===== config.mk =====
export PLATFORM = sky130hd
export DESIGN_NAME = uart_link
export DESIGN_NICKNAME = d
export VERILOG_FILES = /design/src/rtl/uart_link.sv
export SDC_FILE = /design/constraint.sdc
export NUM_CORES = 1
export LEC_CHECK = 0
export CAP_MARGIN = 25
export CORE_UTILIZATION = 51
export CTS_CLUSTER_DIAMETER = 80
export DETAILED_ROUTE_END_ITERATION = 10
export PLACE_DENSITY_LB_ADDON = 0.1
export SETUP_SLACK_MARGIN = 0.3
export SLEW_MARGIN = 10
export SYNTH_ARGS = -nofsm -noshare
export SYNTH_HDL_FRONTEND = slang
export SYNTH_SLANG_ARGS = --single-unit
export TNS_END_PERCENT = 1

===== constraint.sdc =====
create_clock -name clk -period 4.29 [get_ports clk]
set_clock_uncertainty 0.05 [all_clocks]
set_input_delay 0.429 -clock clk [delete_from_list [all_inputs] [get_ports clk]]
set_output_delay 0.429 -clock clk [all_outputs]
set_load 0.02 [all_outputs]

===== src/rtl/uart_link.sv =====
// Full-duplex 8N1 UART: shared 16x oversample baud generator, LSB-first transmitter
// and a mid-bit sampling receiver behind a 2-flop synchronizer.
module uart_link #(
    parameter int DIV_W = 16,
    parameter int OVS   = 16
) (
    input  logic             clk,
    input  logic             arst_n,
    input  logic             en,
    input  logic [DIV_W-1:0] baud_div,
    input  logic             Rx,
    input  logic [7:0]       data_in,
    output logic             baud_tick,
    output logic [7:0]       data_out,
    output logic             Tx
);

    localparam int OW = $clog2(OVS);

    typedef enum logic [1:0] {IDLE, START, DATA, STOP} state_t;

    state_t tx_state, tx_next;
    state_t rx_state, rx_next;

    logic [DIV_W-1:0] baud_cnt;
    logic [DIV_W-1:0] div_q;
    logic             busy;
    logic             run;
    logic             terminal;
    logic             tick;

    logic [OW-1:0]    tx_ticks;
    logic [2:0]       tx_bit;
    logic [7:0]       tx_shift;
    logic             tx_bit_end;
    logic             tx_load;

    logic [2:0]       rx_sync;
    logic             rx_s;
    logic             rx_fall;
    logic [OW-1:0]    rx_ticks;
    logic [2:0]       rx_bit;
    logic [7:0]       rx_shift;
    logic             rx_mid_start;
    logic             rx_bit_end;
    logic             rx_shift_en;
    logic             rx_capture;

    // The counter only advances once a state machine is busy, so a frame that starts
    // from an idle link gets a full-length first bit.
    assign busy      = (tx_state != IDLE) || (rx_state != IDLE);
    assign run       = en || busy;
    assign terminal  = (div_q <= DIV_W'(1)) || (baud_cnt == div_q - DIV_W'(1));
    assign tick      = run && terminal && !arst_n;
    assign baud_tick = tick;

    always_ff @(posedge clk) begin
        if (arst_n) begin
            baud_cnt <= '0;
            div_q    <= baud_div;
        end else if (!busy || terminal) begin
            baud_cnt <= '0;
            div_q    <= baud_div;
        end else begin
            baud_cnt <= baud_cnt + DIV_W'(1);
        end
    end

    assign tx_bit_end = tick && (tx_ticks == OW'(OVS - 1));
    assign tx_load    = en && ((tx_state == IDLE) || ((tx_state == STOP) && tx_bit_end));

    always_ff @(posedge clk) begin
        if (arst_n) tx_state <= IDLE;
        else        tx_state <= tx_next;
    end

    always_comb begin
        tx_next = tx_state;
        case (tx_state)
            IDLE:    if (en) tx_next = START;
            START:   if (tx_bit_end) tx_next = DATA;
            DATA:    if (tx_bit_end && (tx_bit == 3'd7)) tx_next = STOP;
            STOP:    if (tx_bit_end) tx_next = en ? START : IDLE;
            default: tx_next = IDLE;
        endcase
    end

    always_comb begin
        Tx = 1'b1;
        case (tx_state)
            START:   Tx = 1'b0;
            DATA:    Tx = tx_shift[0];
            default: Tx = 1'b1;
        endcase
    end

    always_ff @(posedge clk) begin
        if (arst_n) begin
            tx_ticks <= '0;
            tx_bit   <= '0;
            tx_shift <= '0;
        end else if (tx_load) begin
            tx_ticks <= '0;
            tx_bit   <= '0;
            tx_shift <= data_in;
        end else if (tx_state == IDLE) begin
            tx_ticks <= '0;
            tx_bit   <= '0;
        end else if (tick) begin
            tx_ticks <= tx_ticks + OW'(1);
            if ((tx_state == DATA) && tx_bit_end) begin
                tx_shift <= {1'b0, tx_shift[7:1]};
                tx_bit   <= tx_bit + 3'd1;
            end
        end
    end

    // rx_sync[1] is the synchronized line; rx_sync[2] is its previous value, used to
    // arm only on a genuine falling edge (not on a line still low after a framing error).
    always_ff @(posedge clk) begin
        if (arst_n) rx_sync <= 3'b111;
        else        rx_sync <= {rx_sync[1:0], Rx};
    end

    assign rx_s         = rx_sync[1];
    assign rx_fall      = rx_sync[2] && !rx_sync[1];
    assign rx_mid_start = tick && (rx_ticks == OW'(OVS / 2 - 1));
    assign rx_bit_end   = tick && (rx_ticks == OW'(OVS - 1));

    always_ff @(posedge clk) begin
        if (arst_n) rx_state <= IDLE;
        else        rx_state <= rx_next;
    end

    always_comb begin
        rx_next = rx_state;
        case (rx_state)
            IDLE:    if (rx_fall) rx_next = START;
            START:   if (rx_mid_start) rx_next = rx_s ? IDLE : DATA;
            DATA:    if (rx_bit_end && (rx_bit == 3'd7)) rx_next = STOP;
            STOP:    if (rx_bit_end) rx_next = IDLE;
            default: rx_next = IDLE;
        endcase
    end

    always_comb begin
        rx_shift_en = (rx_state == DATA) && rx_bit_end;
        rx_capture  = (rx_state == STOP) && rx_bit_end && rx_s;
    end

    always_ff @(posedge clk) begin
        if (arst_n) begin
            rx_ticks <= '0;
            rx_bit   <= '0;
            rx_shift <= '0;
            data_out <= '0;
        end else begin
            if (rx_state == IDLE) begin
                rx_ticks <= '0;
                rx_bit   <= '0;
            end else if ((rx_state == START) && rx_mid_start) begin
                rx_ticks <= '0;
            end else if (tick) begin
                rx_ticks <= rx_ticks + OW'(1);
            end
            if (rx_shift_en) begin
                rx_shift <= {rx_s, rx_shift[7:1]};
                rx_bit   <= rx_bit + 3'd1;
            end
            if (rx_capture) data_out <= rx_shift;
        end
    end

endmodule


==> run_results.csv, run 1 <==
group,metric,value,unit
outcome,status,"completed",
timing,worst_pin_slew,0.6986,ns
job,maxCapViolations,0,
cells_and_area,area_growth,17.46,%
pwr,p_per_area,387.7,nW/um2
cts,clk_path_buf_depth,2,
timing,tns,0,ns
cts,htree_levels,3,
min_path,hold_path.class,"reg2reg",
logic_synthesis,syn_area,3826,um2
die,core_area,7253,um2
logic_synthesis,synth_top_area_share,31.92,%
logic_synthesis,syn-num-nets,450,
die,die_h,88.62,um
logic_synthesis,netlist_instances,409,
placed_design,io_buffers,37,
setup_path,cp_max_fo,18,
pwr,ir_drop,0.2649,mV
detailed_routing,post_drt_wl_per_cell,13.24,um
global_route,met1_usage,25.16,%
logic_synthesis,synth_cell_type_count,51,
cells_and_area,fin_nets,489,
global_route,antenna_found_initial,0,
setup_path,arrival,3.76,ns
detailed_routing,dr.pass1.iters,4,
die,die-area,7853,um2
die,die_x,88.62,um
timing,period_needed,3.514,ns
global_route,grt.met2_usage,33.78,%
cells_and_area,final_util,61.96,%
logic_synthesis,syn_area_per_cell,9.355,um2
cts,clk_pin_slew,0.09,ns
cts,clk_latency,0.35,ns
logic_synthesis,synth_warnings,0,
global_route,grt.busiest_layer,"met2",
timing,fmax,0.2846,GHz
global_route,overflow,0,
cells_and_area,n_antenna_cell,0,
cts,cts_sinks,77,
detailed_routing,final_antenna_net_count,0,
die,ios,38,
cells_and_area,drive_gt1_share,8.389,%
timing,slew_headroom,53.08,%
logic_synthesis,synthAdderAreaFrac,4.251,%
logic_synthesis,synth_top_family_by_area,"simple AND/OR/NAND/NOR gates",
logic_synthesis,synth_xor_area_share,9.156,%
logic_synthesis,synth_edf_count,16,
global_route,grt_pass1_vias,2745,
die,fp-row-count,31,
setup_path,reg2reg_slack,0.78,ns
logic_synthesis,synth_top_flop_cell,"dfxtp_1",
setup_path,ff2ff_path_depth,10,
logic_synthesis,yosys-top-cells-area,"dfxtp_1 (32%), edfxtp_1 (13%), xnor2_1 (5.7%), nor2_1 (4.5%), ha_1 (4.3%)",
detailed_routing,wl,7307,um
logic_synthesis,synth_compound_area_share,10.95,%
setup_path,cp-end-kind,"flop",
logic_synthesis,synthMuxAreaShare,3.434,%
timing,finalSetupViolations,0,
global_route,grt_use_total,19.87,%
logic_synthesis,ys_ff_latch,77,
timing,rsz0062_at_grt,"false",
cts,cts_tree,"yes",
timing,slew_violations,0,
detailed_routing,drt_iter0_markers,132,
timing,hold_violations,0,
logic_synthesis,yosys.cell_count.top_type,"dfxtp_1",
global_route,use_met3,3.638,%
logic_synthesis,synth-simple-area-share,24.43,%
logic_synthesis,synthArstFlopShare,0,%
cts,cts_buffers,9,
detailed_routing,drc,0,
cts,ctsHoldBuffers,0,
global_route,grt_max_degree,36,
logic_synthesis,yosysSeqAreaShare,44.47,%
cts,root_buffer,"clkbuf_8",
placed_design,place_congestion,0.9104,
detailed_routing,via_count,2980,
placed_design,hpwl,5268,um
setup_path,path_class,"reg2reg",
die,start_util,52.75,%
timing,period_share,81.92,%
global_route,grt_pass1_wl,12120,um
detailed_routing,viasPerCell,5.399,
pwr,p_leak,1.605,nW
logic_synthesis,synthTopCellsByCount,"dfxtp_1 (61), nor2_1 (46), nand2_1 (32)",
setup_path,required,4.53,ns
min_path,min_path_cells,1,
setup_path,worstSetupStartpointType,"flop",
logic_synthesis,synth_top_cell_by_area,"dfxtp_1",
[metal layers]
layer	routed length, um	part of all wire, %	vias to the layer above
li1	-	-	1538
met4	25	0.34	0
met5	0	0	-
met1	3454	47	1393
met2	3599	49	44
met3	227	3.1	5
[placed cells by master, fill, tap and decap left out, types with 3 or more instances in the layout]
cell type,n
mux2i_1,12
a21oi_1,24
a221o_1,7
o21ai_0,7
ha_1,13
clkdlybuf4s50_1,36
nor4_1,5
a211o_1,3
and3_1,6
clkinv_4,3
xor2_1,15
buf_4,8
nand3_1,24
dfxtp_1,61
nand4_1,8
or2_2,5
and2_1,8
edfxtp_1,16
or4_1,5
nand2b_1,8
or3_1,6
nand2_1,32
nor2_1,46
a211oi_1,4
clkbuf_8,9
xnor2_1,25
nor3_1,9
inv_1,12
[sequential cells by signal (all words and copies together) (netlist names), named ones only]
register	cells
baud_cnt	16
div_q	16
data_out	8
rx_shift	8
tx_shift	8
rx_ticks	4
tx_ticks	4
rx_bit	3
rx_sync	3
tx_bit	3
tx_state	2
rx_state	1
[final timing paths]
path	startpoint	to
worst max register to register	div_q[0]	tx_shift[5]
worst min register to register	rx_sync[0]	rx_sync[1]
worst max-delay path	div_q[0]	tx_shift[5]
worst min-delay path	rx_sync[0]	rx_sync[1]
[worst max-delay path: stages (launching register included)]
cell	delay, ns
edfxtp_1	0.45
buf_4	0.17
or4_1	0.62
xnor2_1	0.21
a32oi_1	0.15
nor4_2	0.29
nand4_1	0.14
o2bb2a_4	0.33
nor2_1	0.35
and4_1	0.48
a221o_1	0.21
[what timing repair did]
| action | 4_1_cts | 5_1_grt |
|---|---|---|
| setup endpoints to repair | 1 | 1 |
| gates resized for setup | 1 | 2 |
| buffers inserted | 0 | 4 |
[cell type report]
| class | count | area (um2) |
|---|---|---|
| inverters | 12 | 45.04 |
| clock inverters | 7 | 57.56 |
| multi-input cells | 303 | 2009 |
| fillers | 647 | 2759 |
| flip-flops and latches | 77 | 1702 |
| clock buffers | 9 | 123.9 |
| well taps | 99 | 123.9 |
| repair buffers | 45 | 432.9 |
[report_power, final]
part	leakage [nW]	switching (mW)	internal [mW]
sequential	0.659	0.0686	0.808
clock	0.0907	0.283	0.217
combinational	0.855	0.203	0.162
total	1.60	0.554	1.19
[stage by stage]
step                      power [mW]  cells  setup slack, ns  cell area, um2  hold slack [ns]
after floorplan                1.137    409           0.7011            3826           0.3395
after global placement         1.241    532           0.7416            4269           0.3559
after detailed placement       1.246    532           0.6335            4269           0.3524
after CTS                      1.755    548           0.3468            4457           0.3774
after global routing           1.841    552           0.5075            4494           0.4008
final                          1.742    552           0.7758            4494           0.3702
[cell families (layout without fill, tap and decap cells)]
kind of cell	after synthesis	in the layout
adder cells (fa/ha/maj)	13	13
XOR/XNOR	40	40
flip-flops	77	77
AO/OA/AOI/OAI	61	61
buffers and inverters	29	73
multiplexers	13	13
AND/OR/NAND/NOR	176	176
Power figures use the tool's default switching activity.
==> run 2, diff against run 1 <==
clock period = 3.6 ns   (was 4.29 ns; I/O delays follow)
==> run 2 against run 1 <==
Clock power is 36% higher. Cell count is 2.4% higher. Combinational power is 35% higher. Setup slack worse by 0.40 ns. Sequential share of layout area is 1.1 points lower. Total power is 27% higher. Die area stayed put. Core utilization is 1.9 points higher.
==> run_results.csv, run 2 (synthesized netlist as in run 1, its figures left out) <==
group,metric,value,unit
timing,period_needed,3.228,ns
pwr,pwr-share-clk,30.7,%
cells_and_area,fin_nets,502,
pwr,swShare,31.10,%
setup_path,ff2ff_path_depth,10,
timing,worst_pin_slew,0.5360,ns
cells_and_area,final_util,63.86,%
pwr,p_leak,1.668,nW
detailed_routing,viasPerCell,5.442,
detailed_routing,final_antenna_net_count,0,
setup_path,crit_cells,10,
die,ios,38,
cts,cts_sinks,77,
cells_and_area,area_growth,21.06,%
cells_and_area,reg_top3,"baud_cnt x16, div_q x16",
detailed_routing,drc,0,
setup_path,cp-end-kind,"flop",
detailed_routing,post_drt_wl_per_cell,13.55,um
timing,period_share,89.66,%
timing,rsz0062_at_grt,"true",
detailed_routing,dr.pass1.iters,4,
cells_and_area,multi_input_area,2033,um2
placed_design,place_congestion,0.9063,
placed_design,place_ws,0.2073,ns
die,fp-row-count,31,
detailed_routing,via_count,3075,
timing,slew_violations,0,
setup_path,arrival,3.43,ns
cts,clk_pin_slew,0.09,ns
min_path,hold_path.class,"reg2reg",
setup_path,crit-reg2reg-launch,"div_q[10]",
cts,ctsHoldBuffers,0,
detailed_routing,drt_iter0_markers,107,
pwr,p_per_area,477.1,nW/um2
job,maxCapViolations,0,
cells_and_area,fill_cells,639,
setup_path,worstSetupStartpointType,"flop",
cts,htree_levels,3,
global_route,grt_pass1_vias,2768,
global_route,antenna_found_initial,0,
cells_and_area,n_antenna_cell,0,
cts,clk_latency,0.36,ns
cells_and_area,layout_commonest_cell,"dfxtp_1",
pwr,pwr-share-seq,46.9,%
placed_design,hpwl,5288,um
setup_path,critPathBufInv,1,
placed_design,io_buffers,37,
cells_and_area,final_cells,565,
setup_path,crit_start,"div_q[10]",
cts,cts_buffers,9,
cells_and_area,final_cell_mix,"dfxtp_1 (61), nor2_1 (46), clkdlybuf4s50_1 (36)",
global_route,grt_use_total,20.33,%
pwr,switchingPower,687.4,uW
cells_and_area,regArea,1702,um2
cts,clk_path_buf_depth,2,
timing,slew_headroom,63.94,%
setup_path,slowest_stage,"or4_4",
die,die_x,88.62,um
detailed_routing,wl,7658,um
setup_path,reg2reg_slack,0.37,ns
setup_path,cp_top_family,"simple AND/OR/NAND/NOR gates",
setup_path,required,3.80,ns
timing,hold_violations,0,
setup_path,crit_end,"tx_state[0]",
timing,finalSetupViolations,0,
pwr,intPower,1.523,mW
global_route,grt_pass1_wl,12190,um
setup_path,max_stage_delay,0.60,ns
pwr,p_comb_share,22.3,%
global_route,grt_max_degree,36,
outcome,status,"completed",
cts,cts_tree,"yes",
timing,fmax,0.3098,GHz
setup_path,path_class,"reg2reg",
setup_path,cp_max_fo,18,
die,die-area,7853,um2
placed_design,dp_cells,541,
setup_path,r2r-end,"tx_state[0]",
timing,tns,0,ns
cells_and_area,drive_gt1_share,12.45,%
pwr,ir_drop,0.2847,mV
die,core_area,7253,um2
die,die_h,88.62,um
timing,fin_ws,0.3723,ns
global_route,overflow,0,
die,start_util,52.75,%
setup_path,path_cells,"or4_4 -> nor4_4 -> xnor2_1 -> nor4_2 -> nand4_1 -> o2bb2a_4 -> nor2_1 -> buf_4 -> a211oi_1 -> or3b_1",
cts,root_buffer,"clkbuf_8",
==> run 2: through the flow <==
| step | area [um2] | total power [mW] | hold slack (ns) |
|---|---|---|---|
| final | 4632 | 2.210 | 0.3659 |
| after global routing | 4632 | 2.328 | 0.3958 |
| after CTS | 4563 | 2.194 | 0.3709 |
| after detailed placement | 4337 | 1.510 | 0.3492 |
| after global placement | 4337 | 1.503 | 0.3536 |
| after floorplan | 3827 | 1.355 | 0.3395 |
==> run 2: worst min path at each step <==
stage	startpoint	endpoint	cells after the start
finish	rx_sync[0]	rx_sync[1]	1
global route	rx_sync[0]	rx_sync[1]	1
CTS	rx_sync[0]	rx_sync[1]	1
detailed placement	rx_sync[0]	rx_sync[1]	1
global placement	rx_sync[0]	rx_sync[1]	1
floorplan	rx_sync[0]	rx_sync[1]	1
==> run 2: timing repair <==
| item | in CTS | in global routing |
|---|---|---|
| buffers inserted | 1 | 7 |
| pin swaps | 1 | 2 |
| gates resized for setup | 6 | 7 |
| setup endpoints to repair | 20 | 31 |
==> run 2: area by class of cell <==
cell class                 count  share of cell area (%)
inverter                      12                  0.9724
clock inverter                 7                   1.756
clock buffer                   9                   2.674
timing repair buffer          58                   11.29
sequential                    77                   36.74
multi-input combinational    303                   43.90
tap                           99                   2.674
==> run 2: metal layers <==
metal	wire length, um	up-vias	track usage, %
met5	0	-	0
met4	157	0	9.677
met3	256	15	5.224
met2	3687	51	33.92
met1	3556	1449	24.52
li1	-	1560	-
==> run 2: worst reg2reg max path, cell delays in order, from the launching register on <==
cell and delay [ns]:
edfxtp_1 0.45, or4_4 0.60, nor4_4 0.32, xnor2_1 0.14, nor4_2 0.23, nand4_1 0.15, o2bb2a_4 0.33, nor2_1 0.25
buf_4 0.17, a211oi_1 0.06, or3b_1 0.37
==> run 2: power groups by stage <==
stage	Combinational (mW)	Sequential (mW)	Clock [mW]
floorplan	0.317	1.04	0
global placement	0.446	1.06	0
detailed placement	0.451	1.06	0
CTS	0.457	1.04	0.698
global route	0.548	1.05	0.733
finish	0.493	1.04	0.679
==> run 3, diff against run 2 <==
CTS_BUF_LIST = sky130_fd_sc_hd__clkbuf_8   (was not set)
==> results of run 3 <==
Same layout as run 2: the final DEF is identical, and so are final timing and power.
